File: config.mk
export PLATFORM = sky130hd
export DESIGN_NAME = mem_arbiter
export DESIGN_NICKNAME = d
export VERILOG_FILES = /design/src/rtl/mem_arbiter.sv
export SDC_FILE = /design/constraint.sdc
export NUM_CORES = 1
export LEC_CHECK = 0
export CAP_MARGIN = 20
export CORE_AREA = 2 2 103 105
export CTS_BUF_LIST = sky130_fd_sc_hd__clkbuf_16
export CTS_CLUSTER_SIZE = 40
export DETAILED_ROUTE_END_ITERATION = 6
export DIE_AREA = 0 0 105 107
export HOLD_SLACK_MARGIN = 0.06
export PLACE_DENSITY = 0.74
export SYNTH_ARGS = -nofsm -noshare
export SYNTH_HDL_FRONTEND = slang
export SYNTH_SLANG_ARGS = --single-unit
export TNS_END_PERCENT = 50
File: constraint.sdc
create_clock -name CLK -period 2 [get_ports CLK]
set_input_delay 0.2 -clock CLK [delete_from_list [all_inputs] [get_ports CLK]]
set_output_delay 0.2 -clock CLK [all_outputs]
set_load 0.01 [all_outputs]
File: src/rtl/mem_arbiter.sv
// Two-port memory arbiter: shares one RAM port between icache and dcache word requests.
// dcache has priority; a burst counter guarantees instruction fetch eventually wins.
module mem_arbiter #(
  parameter int DATA_W     = 32,
  parameter int ADDR_W     = 32,
  parameter int MAX_DBURST = 4
) (
  input  logic              CLK,
  input  logic              nRST,
  input  logic              iREN,
  input  logic [ADDR_W-1:0] iaddr,
  output logic              iwait,
  output logic [DATA_W-1:0] iload,
  input  logic              dREN,
  input  logic              dWEN,
  input  logic [ADDR_W-1:0] daddr,
  input  logic [DATA_W-1:0] dstore,
  output logic              dwait,
  output logic [DATA_W-1:0] dload,
  output logic              ramREN,
  output logic              ramWEN,
  output logic [ADDR_W-1:0] ramaddr,
  output logic [DATA_W-1:0] ramstore,
  input  logic [DATA_W-1:0] ramload,
  input  logic [1:0]        ramstate,
  output logic              ram_err
);

  localparam logic [1:0] RAM_ACCESS = 2'b10;
  localparam logic [1:0] RAM_ERROR  = 2'b11;
  localparam int CNT_W = $clog2(MAX_DBURST + 1);
  localparam logic [CNT_W-1:0] CNT_MAX = CNT_W'(MAX_DBURST);

  typedef enum logic [1:0] {
    IDLE = 2'b00,
    DGNT = 2'b01,
    IGNT = 2'b10
  } state_t;

  state_t           r_state;
  state_t           w_nextState;
  logic [CNT_W-1:0] r_count;
  logic             r_ramErr;
  logic             w_dReq;
  logic             w_dDone;
  logic             w_iDone;

  assign w_dReq  = dREN | dWEN;
  assign w_dDone = (r_state == DGNT) && w_dReq && (ramstate == RAM_ACCESS);
  assign w_iDone = (r_state == IGNT) && iREN && (ramstate == RAM_ACCESS);
  assign ram_err = r_ramErr;

  always_ff @(posedge CLK) begin
    if (!nRST) begin
      r_state <= IDLE;
    end else begin
      r_state <= w_nextState;
    end
  end

  // Consecutive dcache wins are counted only while icache is actually waiting.
  always_ff @(posedge CLK) begin
    if (!nRST) begin
      r_count <= '0;
    end else if (w_iDone) begin
      r_count <= '0;
    end else if (w_dDone) begin
      if (!iREN) begin
        r_count <= '0;
      end else if (r_count != CNT_MAX) begin
        r_count <= r_count + CNT_W'(1);
      end
    end
  end

  always_ff @(posedge CLK) begin
    if (!nRST) begin
      r_ramErr <= 1'b0;
    end else if ((r_state != IDLE) && (ramstate == RAM_ERROR)) begin
      r_ramErr <= 1'b1;
    end
  end

  always_comb begin
    w_nextState = r_state;
    ramREN      = 1'b0;
    ramWEN      = 1'b0;
    ramaddr     = '0;
    ramstore    = '0;
    iload       = '0;
    dload       = '0;
    iwait       = iREN;
    dwait       = w_dReq;
    case (r_state)
      IDLE: begin
        if (w_dReq) begin
          w_nextState = (iREN && (r_count == CNT_MAX)) ? IGNT : DGNT;
        end else if (iREN) begin
          w_nextState = IGNT;
        end
      end
      DGNT: begin
        if (!w_dReq) begin
          w_nextState = IDLE;
        end else begin
          ramaddr  = daddr;
          ramstore = dstore;
          ramWEN   = dWEN;
          ramREN   = dREN & ~dWEN;
          if (ramstate == RAM_ACCESS) begin
            dwait       = 1'b0;
            dload       = dWEN ? '0 : ramload;
            w_nextState = IDLE;
          end
        end
      end
      IGNT: begin
        if (!iREN) begin
          w_nextState = IDLE;
        end else begin
          ramaddr = iaddr;
          ramREN  = 1'b1;
          if (ramstate == RAM_ACCESS) begin
            iwait       = 1'b0;
            iload       = ramload;
            w_nextState = IDLE;
          end
        end
      end
      default: w_nextState = IDLE;
    endcase
  end

endmodule

==> metrics.md <==
| Metric | Value |
|---|---|
| Row count | 37 |
| Yosys Warn Count | 0 |
| Layout cells sized above 1 | 17.2% |
| Kind of critical path | flop to output port |
| Clock Latency Late Sink | 230 ps |
| CTS Root Cell | clkbuf_16 |
| Skew final | 0.610 ps |
| Largest net degree at the start of global routing | 35 |
| Clock Sinks | 6 |
| Largest area contributor in the netlist | and2_1 |
| Peak supply drop | 394 uV |
| Fin Setup TNS | 0 ps |
| Synth top area share | 23.9% |
| Largest family of logic cells by synthesized area | simple AND/OR/NAND/NOR gates |
| Initial antenna violation count | 1 |
| CTS max path bufs | 2 |
| PD cells | 286 nW/um2 |
| Syn-to-layout area delta | 173% |
| Mean Syn Cell Area | 6.96 um2 |
| First-pass GRT wire length | 17.0 mm |
| CP top delay family | buffers and inverters |
| Vias | 2844 |
| Final instance area | 4640 um2 |
| Min-Delay Startpoint | ram_err$_SDFFE_PN0P_ |
| Final worst-path cycle share | 97.6% |
| CP max FO | 10 |
| Largest cells by area after synthesis | and2_1, a22oi_1, and3_1, nor2b_1, dfxtp_1 |
| Crit-path slowest cell | dfxtp_4 |
| Reg-to-Reg End | r_count[1]$_SDFFE_PP0P_ |
| Die Ht | 107 um |
| Ys async rst share | 0% |
| Buf+Inv Stages, Crit Path | 4 |
| Netlist cell types | 38 |
| Post-Syn Instances | 244 |
| DR pass1 iterations | 4 |
| CP Launch Type | flop |
| Core Area | 10100 um2 |
| WHS Path Cells | 1 |
| Max H-tree Level | 1 |
| Post-synthesis mux area share | 1.18% |
| Final Wtd Congestion | 0.812 |
| Post-Synth Adder-Cell Area | 4.42% |
| PortBufs | 267 |
| Antenna cells | 0 |
| Remaining DRCs | 0 |
| Post-route ant nets | 0 |
| Clock transition at path regs | 30 ps |
| Critical R2R Launch | r_count[0]$_SDFFE_PP0P_ |
| Die width | 105 um |
| Crit path DAT | 1750 ps |
| # IOs | 268 |
| Initial Utilization | 16.8% |
| Critical path endpoint category | output port |
| Worst r2r path cells | 5 |
| Number of fill cells | 1039 |
| Most used flip-flop cell after synthesis | dfxtp_1 |
| Dpl hpwl | 9.44 mm |
| Compound-Gate Fraction of Synth Area | 19.0% |
| Final Hold Vio Count | 0 |
| Die area | 11200 um2 |
| Post-DP Area | 4660 um2 |
| Final Max Slew Viols | 0 |
| Max-Slew Margin vs Limit | 70.8% |
| CTS tree | yes |
| Seq/Total Area, Yosys | 7.07% |
| Syn nets | 385 |
| Total CTS buffers | 3 |
| WP data required | 1800 ps |
| Minimum clock period | 1950 ps |
| Worst path cell trace | inv_1 -> ha_1 -> and2_4 -> buf_4 -> buf_12 -> a22oi_2 -> nor2b_1 -> clkdlybuf4s15_2 |
| Vias in the first global route | 2904 |
| Grt total ovfl | 0 |
| XOR/XNOR share of the synthesized area | 0% |
| Setup violations, final | 0 |
| Worst Tran Pin Value | 435 ps |
| Drt total wl | 11.6 mm |
| Max stage delay on crit path | 360 ps |
| FF-to-FF setup slack | 480 ps |
| Simple-Gate Fraction of Synth Area | 58.2% |
| F_max | 0.512 GHz |
| Lkg Pwr | 2.50 nW |
| Vias per cell | 4.35 |
| Synth cell count leaders | and2_1, a22oi_1, and3_1, nor2b_1, clkbuf_1 |
| #FFs+latches synth | 6 |
| Nets@finish | 661 |
| Max-cap violations | 0 |
| Hold Path Class | flop to flop |
| Outcome | complete, no violations |
| Drt initial violations | 137 |
| Wire per inst | 17.7 um |
| GRT Total Usage | 19.1% |
| Post-synth EDFFs | 0 |
| Hold EP | ram_err$_SDFFE_PN0P_ |
| Cell area after synthesis | 1700 um2 |
| Count leader, synth | and2_1 |
| RSZ-0062 raised after global routing | true |
==> power breakdown <==
group | switching (mW) | internal, mW | leakage (nW)
Clock | 0.0727 | 0.257 | 0.0370
Combinational | 0.335 | 0.527 | 2.41
Sequential | 0.00631 | 0.128 | 0.0498
Total | 0.414 | 0.912 | 2.50
==> per-stage QoR <==
step	worst slack (ps)	instances	hold WS, ps	util, %	power [mW]
2_1_floorplan	534	244	432	-	0.444
3_5_place_dp	-165	644	457	46.2	1.03
5_1_grt	-10.5	654	510	46.0	1.40
4_1_cts	-8.51	654	470	46.2	1.34
6_report	47.0	654	467	46.0	1.33
3_3_place_gp	-116	644	455	46.2	1.01
==> timing repair <==
item,4_1_cts,5_1_grt
gates resized for setup,221,34
pin swaps,1,1
buffers inserted,5,0
cloned,2,0
hold buffers,0,0
endpoints found under the setup margin,130,42
==> cells in the final DEF, fill, tap and decap left out, types with 2 or more instances in the layout <==
master and instances:
dfxtp_1 4, nor2b_1 32, nor2_1 2, clkbuf_2 13
a21boi_0 2, and3_1 32, dlygate4sd2_1 76, a22oi_2 6
buf_12 9, and2_1 65, o2111ai_1 2, clkdlybuf4s15_1 2
a22oi_1 26, inv_1 3, buf_4 17, nand3_1 5
clkdlybuf4s50_1 136, buf_2 26, clkbuf_16 3, nand4_1 4
dlymetal6s2s_1 13, nor3_1 3, nand3b_1 2, mux2i_1 2
nand2_1 4, ha_1 5
==> kinds of logic after synthesis <==
group	count (synthesis)
buf+inv	29
compound gates	43
simple gates	158
mux	2
fa+ha+maj	6
flops	6
==> layer usage <==
layer	GRT usage, %	vias to the layer above	share of wire [%]
met3	4.56	17	6.7
met2	33.8	124	49
li1	-	1401	-
met1	23.2	1300	42
met4	4.48	2	1.9
met5	0	-	0.10
==> registers in the layout, summed over array words and instances, names as in the netlist <==
name,count
ram_err,1
r_count,3
r_state,2
==> how the worst max path moves through the flow <==
stage,from,end,cells after the start
floorplan,r_state[1]$_SDFFE_PN0P_,ramstore[10],6
global placement,dREN,ramaddr[31],6
detailed placement,dREN,ramstore[17],6
CTS,r_state[1]$_SDFFE_PN0P_,ramstore[0],6
global route,r_state[0]$_SDFFE_PN0P_,ramaddr[31],8
finish,r_state[0]$_SDFFE_PN0P_,ramaddr[31],8
==> layout make-up <==
cell class | count | area (um2) | area share (%)
clock buffers | 3 | 75.1 | 1.62
repair buffers | 296 | 2800 | 60.2
flip-flops and latches | 6 | 125 | 2.70
multi-input cells | 209 | 1460 | 31.5
well taps | 136 | 170 | 3.67
inverters | 4 | 15.0 | 0.323
Note: power is estimated with default switching activity, not from simulation.
